### src/rtl/seg_scan_capture_pkg.sv
// Shared definitions for the seven-segment scan capture block:
// FSM state codes, active-low hex glyph table and anode helpers.
package seg_scan_capture_pkg;

    typedef enum logic [1:0] {
        ST_IDLE,
        ST_SETTLE,
        ST_CAPTURE,
        ST_HOLD
    } state_t;

    // Active-low glyphs, bit 6 is segment a, bit 0 is segment g
    localparam logic [6:0] GLYPH_0 = 7'b0000001;
    localparam logic [6:0] GLYPH_1 = 7'b1001111;
    localparam logic [6:0] GLYPH_2 = 7'b0010010;
    localparam logic [6:0] GLYPH_3 = 7'b0000110;
    localparam logic [6:0] GLYPH_4 = 7'b1001100;
    localparam logic [6:0] GLYPH_5 = 7'b0100100;
    localparam logic [6:0] GLYPH_6 = 7'b0100000;
    localparam logic [6:0] GLYPH_7 = 7'b0001111;
    localparam logic [6:0] GLYPH_8 = 7'b0000000;
    localparam logic [6:0] GLYPH_9 = 7'b0000100;
    localparam logic [6:0] GLYPH_A = 7'b0001000;
    localparam logic [6:0] GLYPH_B = 7'b1100000;
    localparam logic [6:0] GLYPH_C = 7'b0110001;
    localparam logic [6:0] GLYPH_D = 7'b1000010;
    localparam logic [6:0] GLYPH_E = 7'b0110000;
    localparam logic [6:0] GLYPH_F = 7'b0111000;

    localparam logic [6:0] BLANK = 7'b1111111;

    localparam logic [15:0][6:0] GLYPHS = {
        GLYPH_F, GLYPH_E, GLYPH_D, GLYPH_C,
        GLYPH_B, GLYPH_A, GLYPH_9, GLYPH_8,
        GLYPH_7, GLYPH_6, GLYPH_5, GLYPH_4,
        GLYPH_3, GLYPH_2, GLYPH_1, GLYPH_0
    };

    function automatic logic is_onehot_low(input logic [3:0] an);
        return an inside {4'b0111, 4'b1011, 4'b1101, 4'b1110};
    endfunction

    function automatic logic [1:0] digit_index(input logic [3:0] an);
        case (an)
            4'b0111: return 2'd3;
            4'b1011: return 2'd2;
            4'b1101: return 2'd1;
            default: return 2'd0;
        endcase
    endfunction

endpackage

### src/rtl/seg_scan_capture_seg7_decode.sv
// Combinational seven-segment decoder: active-low pattern to hex
// value, with flags for a recognised glyph and for an all-dark digit.
module seg7_decode
    import seg_scan_capture_pkg::*;
(
    input  logic [6:0] pattern,
    output logic [3:0] value,
    output logic       isValid,
    output logic       isBlank
);

    always_comb begin
        value   = 4'h0;
        isValid = 1'b0;
        for (int i = 0; i < 16; i++) begin
            if (pattern == GLYPHS[i]) begin
                value   = 4'(i);
                isValid = 1'b1;
            end
        end
    end

    assign isBlank = (pattern == BLANK);

endmodule

### src/rtl/seg_scan_capture.sv
// Scan monitor that recovers four hex digits from multiplexed display
// drives. Define SEGCAP_RAW_EN to add the rawSegs per-digit pattern port.
module seg_scan_capture
    import seg_scan_capture_pkg::*;
#(
    parameter int SETTLE      = 4,
    parameter int SYNC_STAGES = 2
) (
    input  logic       clk,
    input  logic       reset,
    input  logic [3:0] anodeDrives,
    input  logic [0:6] sevenSegmentsa2g,
    output logic [3:0] A,
    output logic [3:0] B,
    output logic [3:0] C,
    output logic [3:0] D,
    output logic [3:0] digitValid,
    output logic       frameDone,
    output logic       segError,
    output logic [1:0] errDigit
`ifdef SEGCAP_RAW_EN
    ,
    output logic [27:0] rawSegs
`endif
);

    localparam logic [7:0] LAST = 8'(SETTLE - 1);
    localparam state_t ENTRY =
        (SETTLE == 1) ? ST_CAPTURE : ST_SETTLE;

    logic [10:0] sync_q [SYNC_STAGES];
    logic [10:0] cur;
    logic [10:0] pat;
    logic [7:0]  cnt;
    logic [3:0]  seen;
    logic [3:0]  val [4];
    state_t      state;

    logic [1:0] idx;
    logic [3:0] bit_sel;
    logic [3:0] seen_next;
    logic [3:0] dec_value;
    logic       dec_valid;
    logic       dec_blank;
    logic       hot;
    logic       changed;

    always_ff @(posedge clk or posedge reset) begin
        if (reset) begin
            for (int i = 0; i < SYNC_STAGES; i++)
                sync_q[i] <= '1;
        end else begin
            sync_q[0] <= {anodeDrives, sevenSegmentsa2g};
            for (int i = 1; i < SYNC_STAGES; i++)
                sync_q[i] <= sync_q[i-1];
        end
    end

    assign cur       = sync_q[SYNC_STAGES-1];
    assign hot       = is_onehot_low(cur[10:7]);
    assign changed   = (cur != pat);
    assign idx       = digit_index(pat[10:7]);
    assign bit_sel   = 4'b0001 << idx;
    assign seen_next = seen | bit_sel;

    seg7_decode u_decode (
        .pattern (pat[6:0]),
        .value   (dec_value),
        .isValid (dec_valid),
        .isBlank (dec_blank)
    );

    always_ff @(posedge clk or posedge reset) begin
        if (reset) begin
            state      <= ST_IDLE;
            pat        <= '1;
            cnt        <= '0;
            seen       <= '0;
            digitValid <= '0;
            frameDone  <= 1'b0;
            segError   <= 1'b0;
            errDigit   <= '0;
            for (int i = 0; i < 4; i++)
                val[i] <= '0;
        end else begin
            frameDone <= 1'b0;
            segError  <= 1'b0;
            unique case (state)
                ST_IDLE: begin
                    cnt <= '0;
                    if (hot) begin
                        pat   <= cur;
                        state <= ENTRY;
                    end
                end
                ST_SETTLE: begin
                    if (!hot) begin
                        cnt   <= '0;
                        state <= ST_IDLE;
                    end else if (changed) begin
                        pat   <= cur;
                        cnt   <= '0;
                        state <= ENTRY;
                    end else begin
                        cnt <= cnt + 8'd1;
                        if (cnt + 8'd1 == LAST)
                            state <= ST_CAPTURE;
                    end
                end
                ST_CAPTURE: begin
                    cnt   <= '0;
                    state <= ST_HOLD;
                    if (dec_valid) begin
                        val[idx]        <= dec_value;
                        digitValid[idx] <= 1'b1;
                    end else if (dec_blank) begin
                        digitValid[idx] <= 1'b0;
                    end else begin
                        segError <= 1'b1;
                        errDigit <= idx;
                    end
                    // errors never count towards a complete frame
                    if (dec_valid || dec_blank) begin
                        if (seen_next == 4'hF) begin
                            frameDone <= 1'b1;
                            seen      <= '0;
                        end else begin
                            seen <= seen_next;
                        end
                    end
                end
                ST_HOLD: begin
                    if (changed) begin
                        cnt <= '0;
                        if (hot) begin
                            pat   <= cur;
                            state <= ENTRY;
                        end else begin
                            state <= ST_IDLE;
                        end
                    end
                end
                default: state <= ST_IDLE;
            endcase
        end
    end

    assign A = val[3];
    assign B = val[2];
    assign C = val[1];
    assign D = val[0];

`ifdef SEGCAP_RAW_EN
    logic [3:0][6:0] raw;

    always_ff @(posedge clk or posedge reset) begin
        if (reset)
            raw <= '1;
        else if (state == ST_CAPTURE)
            raw[idx] <= pat[6:0];
    end

    assign rawSegs = raw;
`endif

endmodule
### config.mk
export PLATFORM = sky130hd
export DESIGN_NAME = seg_scan_capture
export DESIGN_NICKNAME = d
export VERILOG_FILES = /design/src/rtl/seg_scan_capture_pkg.sv /design/src/rtl/seg_scan_capture_seg7_decode.sv /design/src/rtl/seg_scan_capture.sv
export SDC_FILE = /design/constraint.sdc
export NUM_CORES = 1
export LEC_CHECK = 0
export CAP_MARGIN = 20
export CORE_MARGIN = 3
export CORE_UTILIZATION = 38
export CTS_CLUSTER_DIAMETER = 40
export DETAILED_ROUTE_END_ITERATION = 8
export PLACE_DENSITY_LB_ADDON = 0.25
export SYNTH_ARGS = -nofsm -noshare
export SYNTH_HDL_FRONTEND = slang
export SYNTH_SLANG_ARGS = --single-unit
### constraint.sdc
create_clock -name clk -period 2.4 [get_ports clk]
set_input_delay 0.24 -clock clk [delete_from_list [all_inputs] [get_ports clk]]
set_output_delay 0.24 -clock clk [all_outputs]
set_load 0.1 [all_outputs]
== Word-level counts from Yosys, hierarchy flattened ==
Index checks and enable logic that the tools add are counted.
Cells by class
  $add $sub $neg: 1
  $lt $le $gt $ge: 4
  eq/ne operators: 34
  shift-type cells: 1
  mux-type cells: 62
  bitwise operators: 7
  reduce and logical (&&, ||, !) cells: 15
Operator list (count)
  $mux 4: 12
  $mux 11: 4
  $eq 7x6->1 const B: 5
  $eq 7x7->1 const B: 5
  $pmux 11 s3: 1
  $mux 1: 25
  $eq 4x4->1 const B: 6
  $mux 8: 3
  $pmux 8 s3: 1
  $bwmux 16: 1
  $eq 7x3->1 const B: 2
  $eq 7x4->1 const B: 2
  $mux 2: 7
  $mux 3: 4
  $ne 11x11->1: 1
  $add 8x1->8 const B: 1
  $demux 4 s2: 1
  $eq 4x3->1 const B: 2
  $eq 8x2->1 const B: 1
  $ne 2x2->1 const B: 4
  $or 4x4->4: 2
  $pmux 2 s4: 1
  $eq 7x1->1 const B: 1
  $eq 7x5->1 const B: 1
  other kinds (25): 31
Storage, ports and cells
  bits in registers: 71
  input bits: 13
  output and inout bits: 24
  logic and storage cells: 138

== Longest topological paths before layout ==
  word-level depth: 20
  gate-level depth with buffers: 8
  gate-level depth less buffers: 6

== Modules after synthesis ==
From an unflattened synthesis, not the netlist that was laid out.
Unflattened totals
  cells, all modules: 297
  area, all modules: 3335.7 um^2
By module, submodules not included
  seg_scan_capture: times used 1, cells an instance 237, area each 2944.1 um^2, sequential area each 1818.0 um^2
  seg7_decode: times used 1, cells an instance 60, area each 391.6 um^2, sequential area each 0.0 um^2

== Worst setup path before layout ==
No wires, ideal clock.
  path kind: reg-to-reg
  start point: reg pat[2]
  end point: reg val, in the netlist D[0]
  library setup time: 0.126 ns
  arrival: 1.943 ns
  data required time: 2.274 ns
  slack: 0.331 ns
  cell stages (with the launch flop): 8
  path buffers: 2
  clock period less this slack: 2.069 ns
  cells stage by stage: dfstp_2 -> buf_6 -> buf_2 -> nor2_1 -> a32oi_1 -> nand3b_2 -> o211ai_2 -> mux2_2
On the way
  word-level cells in the longest chain between the ends: 18
  elaborated cells on any way between the ends: 49
  classes of those cells: eq/ne: 15; mux: 32; reduce/logical: 2
Ends and longest elaborated chain
  from (decl): RTL line seg_scan_capture.sv:33  | logic [10:0] pat;
  from (signal assigned): RTL line seg_scan_capture.sv:92  | pat <= cur;
  from (signal assigned): RTL line seg_scan_capture.sv:101  | pat <= cur;
  from (signal assigned): RTL line seg_scan_capture.sv:136  | pat <= cur;
  $eq 7x1->1: RTL line seg_scan_capture_seg7_decode.sv:16  | if (pattern == GLYPHS[i]) begin
  $mux 1 (16 in series): RTL line seg_scan_capture_seg7_decode.sv:16
  $reduce_and 2->1 (no line)
  to (signal, indexed assignment): RTL line seg_scan_capture.sv:114  | val[idx] <= dec_value;
  to (decl): RTL line seg_scan_capture.sv:36  | logic [3:0] val [4];
Parallel ways exist; a longest one is shown, timed or not.
A chain may end at the register's enable or synchronous reset.

== Worst setup path in the final report ==
  start point: reg pat[5]
  end point: reg val, in the netlist D[0]
The elaborated chain is that of the path after synthesis.

==> metrics.md <==
| Metric | Value |
|---|---|
| Final period util | `0.9498` |
| Top FF cell, synth | `dfrtp_1` |
| Minimum clock period | `2.280 ns` |
| Reg2reg path depth | `5` |
| H-tree depth | `3` |
| Max clock buf depth | `2` |
| Worst-Skew Late Latency | `0.34 ns` |
| FF-to-FF setup slack | `0.12 ns` |
| Top cells by area, synth | `dfrtp_1, dfstp_2, mux2_2` |
| Root Buffer | `clkbuf_8` |
| Yosys top cell area share | `0.2730` |
| FF+latch count, synth | `71` |
| TNS Setup | `0 ns` |
| CP endpoint | `D[0]$_DFFE_PP0P_` |
| Initial antenna violation count | `0` |
| DR pass1 iterations | `5` |
| Area of the core | `0.008806 sq mm` |
| Tot GR Track Use | `0.1412` |
| Crit path kind | `reg2reg` |
| Top cell type by total area after synthesis | `dfrtp_1` |
| R2R Path Start | `pat[5]$_DFFE_PP1P_` |
| Ys Warns | `0` |
| I/O pin cnt | `37` |
| Remaining antenna violation count | `0` |
| CTS buffer count | `9` |
| Post-synth EDFFs | `0` |
| Number of global-route vias before repair | `2280` |
| Slew Viols, Final | `0` |
| Placed Area | `0.003846 sq mm` |
| Relative slew slack | `0.5743` |
| Mean area per synthesized cell | `12.01 sq um` |
| Placed insts | `423` |
| Startpoint Class | `flip-flop` |
| Non-Filler Instances | `444` |
| N_diodes | `0` |
| Vias per cell | `5.372` |
| Initial DRC Count | `106` |
| Final hold vios | `0` |
| Final setup viols | `0` |
| Num rows | `34` |
| Critical path required time | `2.63 ns` |
| Die Span X | `101.7 microns` |
| # Max-Cap Violations | `0` |
| Via Count | `2385` |
| Layout Cell Area excl Fill | `0.004096 sq mm` |
| DRT Wirelength | `6.932 mm` |
| Final worst slack | `0.1204 ns` |
| Post-layout net count | `346` |
| Register area share after synthesis | `0.5219` |
| Die ar. | `0.01035 sq mm` |
| Worst Tran Pin Value | `0.6303 ns` |
| IO Port Bufs | `36` |
| HP Class | `in2async` |
| Most frequent cell after synthesis | `dfrtp_1` |
| Largest net degree at the start of global routing | `72` |
| Synth Instances | `290` |
| CP arrival | `2.51 ns` |
| VDD IR-drop max | `0.3897 mV` |
| Remaining global-route overflow | `0` |
| Async set-reset flop share out of synthesis | `1.000` |
| Fmax | `438.7 MHz` |
| CTS clock-pin slew for the worst setup and hold paths | `0.07 ns` |
| CTS tree | `built` |
| RR Endpoint | `D[0]$_DFFE_PP0P_` |
| First-pass GRT wire length | `11.32 mm` |
| Skew final | `0.008564 ns` |
| WL per Instance | `15.61 microns` |
| Die Y | `101.7 microns` |
| Starting Density | `0.3956` |
| Synthesized Nets | `305` |
| Area Growth Syn to Fin | `17.60%` |
| Synthesized area | `0.003483 sq mm` |
| Nature of the critical path endpoint | `flip-flop` |
| Fillers | `802` |
| DP HPWL | `4.757 mm` |
| Top cells by count, synth | `dfrtp_1, dfstp_2, mux2_2` |
| Util after Layout | `0.4652` |
| Layout cells sized above 1 | `0.3482` |
| Leakage power | `0.001794 uW` |
| Synth unique cells | `60` |
| PD cells | `678.6 mW/mm^2` |
| Setup slack at placement | `0.08624 ns` |
| Status | `finished clean` |
| Clock sinks | `71` |
| CP Max Fanout | `8` |
| DRC viols | `0` |
| Hold Buf Count CTS | `0` |
| Routability-driven placement congestion ratio | `0.7950` |
| Worst Setup SP | `pat[5]$_DFFE_PP1P_` |
worst max-delay path, cell delays in order, from the launching register on:
cell      delay [ns]
dfstp_4         0.67
and3b_1         0.18
o211ai_1        0.38
nand4_4         0.24
o211ai_4        0.33
mux2_2          0.37
final cells by class:
class,instances,area (sq um),area share
inverters,10,37.54,0.009163
flip-flops and latches,71,1822,0.4447
well taps,108,135.1,0.03299
multi-input cells,193,1545,0.3772
clock inverters,1,5.005,0.001222
clock buffers,15,166.4,0.04062
repair buffers,46,385.4,0.09407
report_power, final:
part           internal, uW  leakage [uW]  switching, uW
clock network           432     0.0000877            415
logic                   244      0.000829            222
registers              1310      0.000878            153
total                  1990       0.00179            790
per-stage QoR:
| stage | hold slack (ns) | total power (uW) |
|---|---|---|
| after floorplan | 0.2445 | 1841 |
| after global placement | 0.3458 | 1897 |
| after detailed placement | 0.3472 | 1904 |
| after CTS | 0.2814 | 2769 |
| after global routing | 0.2781 | 2940 |
| final | 0.2969 | 2780 |
state kept, by name, summed over array words and instances (netlist names), 2 cells and up, named ones only:
signal    cells
C             4
cnt           8
errDigit      2
A             4
B             4
D             4
sync_q       11
cur          11
pat          11
seen          4
worst min path at each step:
| stage | end | cells after the start |
|---|---|---|
| 2_1_floorplan | sync_q[11]$_DFF_PP1_ | 0 |
| 3_3_place_gp | cur[4]$_DFF_PP1_ | 0 |
| 3_5_place_dp | cur[6]$_DFF_PP1_ | 0 |
| 4_1_cts | sync_q[21]$_DFF_PP1_ | 1 |
| 5_1_grt | sync_q[18]$_DFF_PP1_ | 1 |
| 6_report | async pin | 3 |
placed cells by master, fill, tap and decap left out, types with 9 or more instances in the layout:
| cell | n |
|---|---|
| dfrtp_1 | 38 |
| clkdlybuf4s50_1 | 12 |
| inv_1 | 9 |
| nor2_1 | 15 |
| nand2_1 | 13 |
| buf_4 | 32 |
| mux2_2 | 16 |
| xnor2_1 | 14 |
| dfstp_2 | 32 |
| clkbuf_8 | 11 |
| mux2_4 | 10 |
cell families after synthesis:
logic type,share of synthesized area
AOI/OAI and AO/OA,0.1243
xor gates and xnor gates,0.04526
adders and majority gates,0.007183
buffers and inverters,0.04598
DFF,0.5219
muxes,0.1074
and+or+nand+nor,0.1480
timing repair:
action                                  4_1_cts  5_1_grt
endpoints found under the setup margin        0       21
buffers inserted                              0        5
gates resized for setup                       0        6
per-layer routing:
layer,up-vias,part of all wire,track usage
met2,52,0.46,0.2113
met5,-,0,0
met1,1172,0.48,0.1968
met4,0,0.011,0.03783
li1,1154,-,-
met3,7,0.043,0.04683
Power figures use the tool's default switching activity.
